$ cat config.mk
export PLATFORM = sky130hd
export DESIGN_NAME = seven_seg_readback
export DESIGN_NICKNAME = d
export VERILOG_FILES = /design/src/rtl/seven_seg_readback_pkg.sv /design/src/rtl/seven_seg_readback_char_decode.sv /design/src/rtl/seven_seg_readback.sv
export SDC_FILE = /design/constraint.sdc
export NUM_CORES = 1
export LEC_CHECK = 0
export CAP_MARGIN = 20
export CORE_ASPECT_RATIO = 1.2
export CORE_UTILIZATION = 40
export CTS_CLUSTER_DIAMETER = 50
export DETAILED_ROUTE_END_ITERATION = 16
export SLEW_MARGIN = 20
export SYNTH_ARGS = -nofsm -noshare
export SYNTH_HDL_FRONTEND = slang
export SYNTH_HIERARCHICAL = 1
export SYNTH_SLANG_ARGS = --single-unit
$ cat constraint.sdc
create_clock -name i_Clk -period 3.25 [get_ports i_Clk]
set_input_delay 0.325 -clock i_Clk [delete_from_list [all_inputs] [get_ports i_Clk]]
set_output_delay 0.325 -clock i_Clk [all_outputs]
set_load 0.005 [all_outputs]
$ cat src/rtl/seven_seg_readback_pkg.sv
// Shared types and constants for the seven-segment readback checker.
// Segment vectors are ordered {G,F,E,D,C,B,A}, bit 0 = segment A.
package seven_seg_readback_pkg;

  localparam int SEG_W = 7;
  localparam int SEG_PAIR_W = 2 * SEG_W;

  // Active-high hex glyphs as driven by the segment driver
  localparam logic [SEG_W-1:0] PAT_0 = 7'h3F;
  localparam logic [SEG_W-1:0] PAT_1 = 7'h06;
  localparam logic [SEG_W-1:0] PAT_2 = 7'h5B;
  localparam logic [SEG_W-1:0] PAT_3 = 7'h4F;
  localparam logic [SEG_W-1:0] PAT_4 = 7'h66;
  localparam logic [SEG_W-1:0] PAT_5 = 7'h6D;
  localparam logic [SEG_W-1:0] PAT_6 = 7'h7D;
  localparam logic [SEG_W-1:0] PAT_7 = 7'h07;
  localparam logic [SEG_W-1:0] PAT_8 = 7'h7F;
  localparam logic [SEG_W-1:0] PAT_9 = 7'h6F;
  localparam logic [SEG_W-1:0] PAT_A = 7'h77;
  localparam logic [SEG_W-1:0] PAT_B = 7'h7C;
  localparam logic [SEG_W-1:0] PAT_C = 7'h39;
  localparam logic [SEG_W-1:0] PAT_D = 7'h5E;
  localparam logic [SEG_W-1:0] PAT_E = 7'h79;
  localparam logic [SEG_W-1:0] PAT_F = 7'h71;

  typedef struct packed {
    logic       valid;
    logic [3:0] nibble;
  } digit_dec_t;

  typedef enum logic {
    ST_SETTLE = 1'b0,
    ST_HOLD   = 1'b1
  } state_t;

endpackage

$ cat src/rtl/seven_seg_readback_char_decode.sv
// Combinational glyph decoder: one 7-bit active-high segment pattern to a hex
// nibble plus a valid flag; anything outside the 16 glyphs is invalid.
module seven_seg_char_decode
  import seven_seg_readback_pkg::*;
(
  input  logic [SEG_W-1:0] i_seg,
  output digit_dec_t       o_dec
);

  always_comb begin
    o_dec = '{valid: 1'b1, nibble: 4'h0};
    case (i_seg)
      PAT_0: o_dec.nibble = 4'h0;
      PAT_1: o_dec.nibble = 4'h1;
      PAT_2: o_dec.nibble = 4'h2;
      PAT_3: o_dec.nibble = 4'h3;
      PAT_4: o_dec.nibble = 4'h4;
      PAT_5: o_dec.nibble = 4'h5;
      PAT_6: o_dec.nibble = 4'h6;
      PAT_7: o_dec.nibble = 4'h7;
      PAT_8: o_dec.nibble = 4'h8;
      PAT_9: o_dec.nibble = 4'h9;
      PAT_A: o_dec.nibble = 4'hA;
      PAT_B: o_dec.nibble = 4'hB;
      PAT_C: o_dec.nibble = 4'hC;
      PAT_D: o_dec.nibble = 4'hD;
      PAT_E: o_dec.nibble = 4'hE;
      PAT_F: o_dec.nibble = 4'hF;
      default: o_dec.valid = 1'b0;
    endcase
  end

endmodule

$ cat src/rtl/seven_seg_readback.sv
// Two-digit seven-segment readback: synchronise, wait for a stable sample,
// decode to a byte, strobe new values / errors. SEVEN_SEG_READBACK_ACTIVE_LOW_EN
// selects active-low segment wiring.
//
// state  | meaning
// SETTLE | counting consecutive identical samples before evaluating
// HOLD   | current sample already evaluated, waiting for the next change
module seven_seg_readback
  import seven_seg_readback_pkg::*;
#(
  parameter int STABLE_CYCLES = 16
) (
  input  logic             i_Clk,
  input  logic             i_Reset,
  input  logic [SEG_W-1:0] i_Seg1,
  input  logic [SEG_W-1:0] i_Seg2,
  output logic [7:0]       o_Value,
  output logic             o_Valid,
  output logic             o_Step,
  output logic             o_Error,
  output logic [7:0]       o_ErrCount
);

`ifdef SEVEN_SEG_READBACK_ACTIVE_LOW_EN
  localparam logic [SEG_PAIR_W-1:0] INV_MASK = '1;
`else
  localparam logic [SEG_PAIR_W-1:0] INV_MASK = '0;
`endif

  localparam logic [7:0] CNT_LAST = 8'(STABLE_CYCLES - 1);

  logic [SEG_PAIR_W-1:0] sync1_q, sync1_d, sync2_q, sync2_d, samp_q, samp_d;
  state_t                state_q, state_d;
  logic [7:0]            cnt_q, cnt_d;
  logic [7:0]            value_q, value_d;
  logic [7:0]            errcnt_q, errcnt_d;
  logic                  valid_q, valid_d, step_q, step_d, error_q, error_d;
  logic                  has_prev_q, has_prev_d;

  logic [SEG_PAIR_W-1:0] cmp_seg;
  digit_dec_t            dec_hi, dec_lo;
  logic [7:0]            decoded;
  logic                  changed, eval;

  // Changed compares the value about to be sampled against the held sample,
  // so a change clears the counter on the same edge that captures it.
  assign changed = (sync2_q != samp_q);
  assign cmp_seg = samp_q ^ INV_MASK;
  assign decoded = {dec_hi.nibble, dec_lo.nibble};

  seven_seg_char_decode u_dec_hi (.i_seg(cmp_seg[SEG_PAIR_W-1:SEG_W]), .o_dec(dec_hi));
  seven_seg_char_decode u_dec_lo (.i_seg(cmp_seg[SEG_W-1:0]),          .o_dec(dec_lo));

  always_comb begin
    sync1_d    = {i_Seg1, i_Seg2};
    sync2_d    = sync1_q;
    samp_d     = sync2_q;
    state_d    = state_q;
    cnt_d      = cnt_q;
    value_d    = value_q;
    errcnt_d   = errcnt_q;
    has_prev_d = has_prev_q;
    valid_d    = 1'b0;
    step_d     = 1'b0;
    error_d    = 1'b0;
    eval       = 1'b0;

    case (state_q)
      ST_SETTLE: begin
        if (changed) begin
          cnt_d = '0;
        end else if (cnt_q == CNT_LAST) begin
          eval    = 1'b1;
          state_d = ST_HOLD;
        end else begin
          cnt_d = cnt_q + 8'd1;
        end
      end
      ST_HOLD: begin
        if (changed) begin
          state_d = ST_SETTLE;
          cnt_d   = '0;
        end
      end
      default: state_d = ST_SETTLE;
    endcase

    if (eval) begin
      if (dec_hi.valid && dec_lo.valid) begin
        if (!has_prev_q || decoded != value_q) begin
          value_d    = decoded;
          valid_d    = 1'b1;
          step_d     = has_prev_q && (decoded == value_q + 8'd1);
          has_prev_d = 1'b1;
        end
      end else begin
        error_d = 1'b1;
        if (errcnt_q != 8'hFF) errcnt_d = errcnt_q + 8'd1;
      end
    end
  end

  always_ff @(posedge i_Clk or posedge i_Reset) begin
    if (i_Reset) begin
      sync1_q    <= '0;
      sync2_q    <= '0;
      samp_q     <= '0;
      state_q    <= ST_SETTLE;
      cnt_q      <= '0;
      value_q    <= '0;
      errcnt_q   <= '0;
      has_prev_q <= 1'b0;
      valid_q    <= 1'b0;
      step_q     <= 1'b0;
      error_q    <= 1'b0;
    end else begin
      sync1_q    <= sync1_d;
      sync2_q    <= sync2_d;
      samp_q     <= samp_d;
      state_q    <= state_d;
      cnt_q      <= cnt_d;
      value_q    <= value_d;
      errcnt_q   <= errcnt_d;
      has_prev_q <= has_prev_d;
      valid_q    <= valid_d;
      step_q     <= step_d;
      error_q    <= error_d;
    end
  end

  assign o_Value    = value_q;
  assign o_Valid    = valid_q;
  assign o_Step     = step_q;
  assign o_Error    = error_q;
  assign o_ErrCount = errcnt_q;

endmodule
==> results of run 1 <==
-- path summary, 6_finish.rpt --
| check | to | cells after the start | from |
|---|---|---|---|
| worst max-delay path | o_Value[0] | 7 | cmp_seg[6] |
| worst min-delay path | samp_d[10] | 0 | sync1_q[10] |
| worst max register to register | o_Value[0] | 7 | cmp_seg[6] |
| worst min register to register | samp_d[10] | 0 | sync1_q[10] |
| max in group asynchronous | samp_d[8] | 3 | i_Reset |
| min in group asynchronous | o_ErrCount[5] | 2 | i_Reset |
-- report_power, final --
part | internal (mW) | leakage, nW | switching, mW
clock network | 0.415 | 0.106 | 0.313
logic | 0.0600 | 0.737 | 0.0679
registers | 0.909 | 0.895 | 0.0366
total | 1.38 | 1.74 | 0.417
-- final cells by class --
cell class	count	area (um2)	share of cell area
clock inverter	2	38.8	0.00931
sequential	71	1780	0.426
inverter	7	26.3	0.00630
multi-input combinational	224	1640	0.394
timing repair buffer	36	368	0.0883
tap	117	146	0.0351
clock buffer	13	169	0.0405
-- worst reg2reg max path, cell delays in order (launching register included) --
cell and delay [ns]:
sky130_fd_sc_hd__dfrtp_1 0.58, sky130_fd_sc_hd__nand3_1 0.23, sky130_fd_sc_hd__o311ai_0 0.86, sky130_fd_sc_hd__xnor2_1 0.19, sky130_fd_sc_hd__nand4_1 0.11, sky130_fd_sc_hd__nor3_1 0.34, sky130_fd_sc_hd__nor3_4 0.08, sky130_fd_sc_hd__mux2_1 0.33
-- metal layers --
metal  track usage  up-vias  routed length, um
met3        0.0396       10                203
met4        0.0829        0                133
met5             0        -                  0
li1              -     1199                  -
met2         0.237       46               3160
met1         0.193     1203               2890
-- synth_stat cells, drive strengths merged (7+ instances only) --
cell   number
nand3      13
nor2       24
nor4        7
and3        7
nor3       18
xor2       25
dfrtp      71
mux2        9
buf        12
nand4       7
xnor2      18
nand2      21
inv         7
o21ai      11
-- sequential cells by signal, summed over array words and instances, names as in the netlist --
name / cells
samp_d: 14
sync1_q: 14
o_Step: 1
o_Value: 8
cnt_q: 8
o_Valid: 1
cmp_seg: 14
o_ErrCount: 8
state_q: 1
o_Error: 1
has_prev_q: 1
-- cell families (layout without fill, tap and decap cells) --
| group | count (synthesis) | after routing | share of synthesized area |
|---|---|---|---|
| xor+xnor | 43 | 43 | 0.104 |
| mux | 11 | 11 | 0.0347 |
| buf+inv | 23 | 58 | 0.0524 |
| fa+ha+maj | 3 | 3 | 0.0104 |
| flops | 71 | 71 | 0.492 |
| simple gates | 128 | 128 | 0.223 |
| compound gates | 39 | 39 | 0.0829 |
-- per-stage QoR --
step,std cells,hold WS [ns],setup slack [ns],utilization
6_report,470,0.347,0.420,0.481
5_1_grt,470,0.354,0.177,0.481
4_1_cts,470,0.349,0.443,0.481
3_5_place_dp,455,0.335,0.457,0.457
3_3_place_gp,455,0.332,0.577,0.457
2_1_floorplan,318,0.331,0.865,-
==> reports/qor.json, run 1 <==
{
  "synthDominantCellAreaShare": 0.492,
  "placementRows": 37,
  "timing.critical_path.arrival_ns": 3.05,
  "path_cells": "nand3_1 > o311ai_0 > xnor2_1 > nand4_1 > nor3_1 > nor3_4 > mux2_1",
  "detail_route.wirelength_mm": 6.38,
  "post_synthesis_net_count": 337,
  "grt_first_pass_wirelength_mm": 10.8,
  "cts.root.buffer_cell": "sky130_fd_sc_hd__clkbuf_8",
  "cts_buffers": 9,
  "ioPinCount": 35,
  "tritoncts": "done",
  "synth_enable_flop_cells": 0,
  "most-common-layout-cells": "sky130_fd_sc_hd__dfrtp_1, sky130_fd_sc_hd__clkdlybuf4s50_1, sky130_fd_sc_hd__xor2_1",
  "worst-path-max-fanout": 14,
  "synth_flop_cell": "sky130_fd_sc_hd__dfrtp_1",
  "finalWeightedCongestion": 0.887,
  "postCtsSetupRepairBufs": 0,
  "synth-seq-area-share": 0.492,
  "postSynthAreaPerCell_um2": 11.3,
  "die_area_um2": 9410,
  "routed-via-count": 2458,
  "detail_route.wl_per_cell_um": 13.6,
  "timing.critical_path.required_ns": 3.47,
  "top_cells_by_area_in_the_synthesized_netlist": "sky130_fd_sc_hd__dfrtp_1, sky130_fd_sc_hd__xor2_1, sky130_fd_sc_hd__xnor2_1",
  "timing.critical_path.buf_inv": 0,
  "htreeDepth": 3,
  "antenna_found_initial": 0,
  "fin_crit_ns": 2.83,
  "power-per-cell-area_nw_per_um2": 432,
  "min-delay-path-class": "reg2reg",
  "antenna_cells": 0,
  "cts-root-to-sink-buffers": 2,
  "worst-setup-path-type": "reg2reg",
  "place.port_buffers": 34,
  "layout.cells.most_common": "sky130_fd_sc_hd__dfrtp_1",
  "drv.max_cap_violation_count": 0,
  "num-fill-cells": 826,
  "drtAntennaViolNets": 0,
  "grt_use_total": 0.153,
  "yosysUniqueCellTypes": 53,
  "worst_skew_pair.late_latency_ns": 0.35,
  "max_freq_mhz": 353,
  "yosysWarningCount": 6,
  "final_min_period_over_clock_period": 0.871,
  "hold_viol_final": 0,
  "vdd.ir_drop.worst_mv": 0.265,
  "drive_gt1_frac": 0.139,
  "grt_max_degree": 43,
  "drc_errors": 0,
  "setup_total_negative_slack_ns": 0,
  "crit_family": "compound AO/OA/AOI/OAI gates",
  "fp.dieH_um": 106,
  "category_of_the_worst_setup_path_launch_point": "flip-flop",
  "grt_pass1_vias": 2278,
  "critical-path-slowest-cell": "sky130_fd_sc_hd__o311ai_0",
  "clkSlewWorstSetupHoldPaths_ns": 0.07,
  "die_w_um": 88.7,
  "synth.ff_latch_count": 71,
  "rsz0062_at_grt": "no",
  "gr-total-overflow": 0,
  "vias_per_cell": 5.23,
  "dp_hpwl_mm": 4.31,
  "crit_path_end_kind": "flip-flop",
  "finalNetCount": 368,
  "power_after_layout_mw": 1.80,
  "synthesis.area_um2": 3610,
  "run_status": "finished, final reports clean",
  "cp_slowest_stage_delay_ns": 0.86,
  "clock-skew-final_ns": 0.0132,
  "final_area_um2": 4170,
  "leakage_power_nw": 1.74,
  "timing_max_transition_violations_final": 0,
  "timing.slew.headroom": 0.365,
  "synthesis.instances": 318,
  "first_iter_violations": 219,
  "async_reset_ff_frac": 1.00,
  "post_cts_resized": 0,
  "core_um2": 8660,
  "worst_pin_slew_ns": 0.941,
  "setup_violations": 0,
  "cts.sink_count": 71,
  "area_growth_pct": 15.5,
  "initial_utilization": 0.417,
  "holdBufCountCts": 0,
  "setup.reg_to_reg.worst_slack_ns": 0.42,
  "placed_area_um2": 3960,
  "detailedRoute.firstPassIterationCount": 4,
  "synth_top_area_cell": "sky130_fd_sc_hd__dfrtp_1"
}
Note: power is estimated with default switching activity, not from simulation.
==> run 2, diff against run 1 <==
--- a/config.mk
+++ b/config.mk
@@ -7,9 +7,10 @@
 export LEC_CHECK = 0
 export CAP_MARGIN = 20
 export CORE_ASPECT_RATIO = 1.2
-export CORE_UTILIZATION = 40
+export CORE_UTILIZATION = 57
 export CTS_CLUSTER_DIAMETER = 50
 export DETAILED_ROUTE_END_ITERATION = 16
+export PLACE_DENSITY = 0.8
 export SLEW_MARGIN = 20
 export SYNTH_ARGS = -nofsm -noshare
 export SYNTH_HDL_FRONTEND = slang
==> constraint.sdc (replaced) <==
create_clock -name i_Clk -period 3.25 [get_ports i_Clk]
set_input_delay 0.325 -clock i_Clk [delete_from_list [all_inputs] [get_ports i_Clk]]
set_output_delay 0.325 -clock i_Clk [all_outputs]
set_load 0.1 [all_outputs]
==> reports/qor.json, run 2 (same netlist as run 1, synthesis figures left out) <==
{
  "swShare": {"value": 0.247, "change": "was 0.232"},
  "leakage_power": {"value": 1.73, "unit": "nW", "change": "was 1.74 nW"},
  "timing_max_transition_violations_final": {"value": 0, "change": "unchanged"},
  "antenna_found_initial": {"value": 0, "change": "unchanged"},
  "die_area": {"value": 6650, "unit": "um2", "change": "was 9410 um2"},
  "antenna_cells": {"value": 0, "change": "unchanged"},
  "most-common-layout-cells": {"value": "sky130_fd_sc_hd__dfrtp_1, sky130_fd_sc_hd__clkdlybuf4s50_1, sky130_fd_sc_hd__xor2_1", "change": "unchanged"},
  "register_area": {"value": 1780, "unit": "um2", "change": "unchanged"},
  "dp_hpwl": {"value": 4.31, "unit": "mm", "change": "about the same"},
  "grt_pass1_vias": {"value": 2343, "change": "was 2278"},
  "timing.critical_path.buf_inv": {"value": 0, "change": "unchanged"},
  "category_of_the_worst_setup_path_launch_point": {"value": "flip-flop", "change": "unchanged"},
  "layout.cells.most_common": {"value": "sky130_fd_sc_hd__dfrtp_1", "change": "unchanged"},
  "max_freq": {"value": 359, "unit": "MHz", "change": "was 353 MHz"},
  "worst_pin_slew": {"value": 0.976, "unit": "ns", "change": "was 0.941 ns"},
  "met3_wirelength": {"value": 294, "unit": "um", "change": "was 203 um"},
  "worstReg2RegStart": {"value": "cmp_seg[5]", "change": "was cmp_seg[6]"},
  "core": {"value": 6090, "unit": "um2", "change": "was 8660 um2"},
  "cts-root-to-sink-buffers": {"value": 2, "change": "unchanged"},
  "finalWeightedCongestion": {"value": 0.875, "change": "was 0.887"},
  "vdd.ir_drop.worst": {"value": 0.334, "unit": "mV", "change": "was 0.265 mV"},
  "total_switching_power": {"value": 0.441, "unit": "mW", "change": "was 0.417 mW"},
  "detailedRoute.firstPassIterationCount": {"value": 6, "change": "was 4"},
  "cell_internal_pwr": {"value": 1.35, "unit": "mW", "change": "was 1.38 mW"},
  "placed_area": {"value": 3900, "unit": "um2", "change": "was 3960 um2"},
  "crit_start": {"value": "cmp_seg[5]", "change": "was cmp_seg[6]"},
  "setup_violations": {"value": 0, "change": "unchanged"},
  "place.port_buffers": {"value": 34, "change": "unchanged"},
  "cts.root.buffer_cell": {"value": "sky130_fd_sc_hd__clkbuf_8", "change": "unchanged"},
  "fp.dieH": {"value": 89.2, "unit": "um", "change": "was 106 um"},
  "grt_use_total": {"value": 0.214, "change": "was 0.153"},
  "area_growth": {"value": 13.9, "unit": "%", "change": "was 15.5%"},
  "footprint_of_the_multi_input_gates": {"value": 1640, "unit": "um2", "change": "unchanged"},
  "portion_of_total_power_attributed_to_sequential_cells": {"value": 0.531, "change": "was 0.525"},
  "min-delay-path-class": {"value": "in2async", "change": "was reg2reg"},
  "hold_viol_final": {"value": 0, "change": "unchanged"},
  "cts.sink_count": {"value": 71, "change": "unchanged"},
  "combinationalPowerShare": {"value": 0.069, "change": "was 0.071"},
  "tritoncts": {"value": "done", "change": "unchanged"},
  "grt_first_pass_wirelength": {"value": 10.6, "unit": "mm", "change": "was 10.8 mm"},
  "drc_errors": {"value": 0, "change": "unchanged"},
  "power-per-cell-area": {"value": 435, "unit": "nW/um2", "change": "was 432 nW/um2"},
  "routed-via-count": {"value": 2532, "change": "was 2458"},
  "crit_path_end_kind": {"value": "flip-flop", "change": "unchanged"},
  "top_routing_layer_used": {"value": "met4", "change": "unchanged"},
  "run_status": {"value": "finished, final reports clean", "change": "unchanged"},
  "worst-path-max-fanout": {"value": 16, "change": "was 14"},
  "detail_route.wirelength": {"value": 6.34, "unit": "mm", "change": "was 6.38 mm"},
  "timing.critical_path.arrival": {"value": 3.00, "unit": "ns", "change": "was 3.05 ns"},
  "post_cts_resized": {"value": 0, "change": "unchanged"},
  "final_min_period_over_clock_period": {"value": 0.857, "change": "was 0.871"},
  "cp_slowest_stage_delay": {"value": 0.76, "unit": "ns", "change": "was 0.86 ns"},
  "clkSlewWorstSetupHoldPaths": {"value": 0.08, "unit": "ns", "change": "was 0.07 ns"},
  "ioPinCount": {"value": 35, "change": "unchanged"},
  "drtAntennaViolNets": {"value": 0, "change": "unchanged"},
  "vias_per_cell": {"value": 5.81, "change": "was 5.23"},
  "drv.max_cap_violation_count": {"value": 0, "change": "unchanged"},
  "timing.slew.headroom": {"value": 0.347, "change": "was 0.365"},
  "drive_gt1_frac": {"value": 0.144, "change": "was 0.139"},
  "cts_buffers": {"value": 9, "change": "unchanged"},
  "timing.critical_path.required": {"value": 3.47, "unit": "ns", "change": "about the same"},
  "critical-path-slowest-cell": {"value": "sky130_fd_sc_hd__o311ai_0", "change": "unchanged"},
  "finalNetCount": {"value": 368, "change": "unchanged"},
  "htreeDepth": {"value": 3, "change": "unchanged"},
  "num-fill-cells": {"value": 475, "change": "was 826"},
  "met2_wl_post_dr": {"value": 3.13, "unit": "mm", "change": "was 3.16 mm"},
  "grt_max_degree": {"value": 34, "change": "was 43"},
  "clock_power_share": {"value": 0.399, "change": "was 0.404"},
  "path_cells": {"value": "nand3_1 > o311ai_0 > xnor2_1 > nand4_1 > nor3_1 > nor3_4 > mux2_1", "change": "unchanged"},
  "crit_family": {"value": "simple AND/OR/NAND/NOR gates", "change": "was compound AO/OA/AOI/OAI gates"},
  "postCtsSetupRepairBufs": {"value": 0, "change": "unchanged"},
  "final_area": {"value": 4110, "unit": "um2", "change": "was 4170 um2"},
  "rsz0062_at_grt": {"value": "no", "change": "unchanged"},
  "gr-total-overflow": {"value": 0, "change": "unchanged"},
  "r2r_cells": {"value": 7, "change": "unchanged"},
  "die_w": {"value": 74.6, "unit": "um", "change": "was 88.7 um"},
  "holdBufCountCts": {"value": 0, "change": "unchanged"},
  "fin_crit": {"value": 2.78, "unit": "ns", "change": "was 2.83 ns"},
  "first_iter_violations": {"value": 158, "change": "was 219"},
  "clock-skew-final": {"value": 0.0160, "unit": "ns", "change": "was 0.0132 ns"},
  "worst-setup-path-type": {"value": "reg2reg", "change": "unchanged"},
  "detail_route.wl_per_cell": {"value": 14.5, "unit": "um", "change": "was 13.6 um"},
  "setup_total_negative_slack": {"value": 0, "unit": "ns", "change": "unchanged"},
  "setup.reg_to_reg.worst_slack": {"value": 0.47, "unit": "ns", "change": "was 0.42 ns"},
  "wl_met1": {"value": 2.79, "unit": "mm", "change": "was 2.89 mm"},
  "placementRows": {"value": 31, "change": "was 37"},
  "crit-reg2reg-capture": {"value": "o_Value[3]", "change": "was o_Value[0]"},
  "worst_skew_pair.late_latency": {"value": 0.35, "unit": "ns", "change": "about the same"},
  "initial_utilization": {"value": 0.593, "change": "was 0.417"}
}
[run 2: worst max-delay path by stage]
stage                       to  depth (start not counted)
CTS                 o_Value[3]                          7
finish              o_Value[3]                          7
floorplan           o_Value[3]                          8
detailed placement  o_Value[4]                          7
global route        o_Value[3]                          7
global placement    o_Value[0]                          7
[run 2: layer usage]
| metal | track usage | vias to the layer above |
|---|---|---|
| li1 | - | 1197 |
| met1 | 0.269 | 1234 |
| met2 | 0.341 | 86 |
| met3 | 0.0620 | 15 |
| met4 | 0.101 | 0 |
| met5 | 0 | - |
[run 2: cell type report]
type                    instances  area share
repair buffers                 36      0.0865
well taps                      82      0.0250
clock buffers                  10      0.0335
multi-input cells             224       0.400
clock inverters                 6      0.0164
flip-flops and latches         71       0.432
inverters                       7     0.00639
[run 2: worst reg2reg max path: cells and delay by family (launching register included)]
kind,cells,cell delay (ns)
simple gates,4,0.79
compound gates,1,0.76
flops,1,0.61
mux,1,0.32
xor+xnor,1,0.19
[run 2: power groups by stage]
stage               Sequential [mW]  Combinational, mW  Clock (mW)
finish                        0.949              0.124       0.713
global placement              0.963              0.122           0
detailed placement            0.966              0.124           0
CTS                           0.948              0.125       0.731
global route                  0.954              0.138       0.773
floorplan                     0.942              0.121           0
[run 2: through the flow]
stage	hold WS, ns	cells	setup slack [ns]	util	power (mW)
global placement	0.331	420	0.627	0.641	1.08
CTS	0.259	436	0.495	0.675	1.80
finish	0.252	436	0.466	0.675	1.79
floorplan	0.331	318	0.861	-	1.06
global route	0.267	436	0.175	0.675	1.87
detailed placement	0.336	420	0.519	0.641	1.09
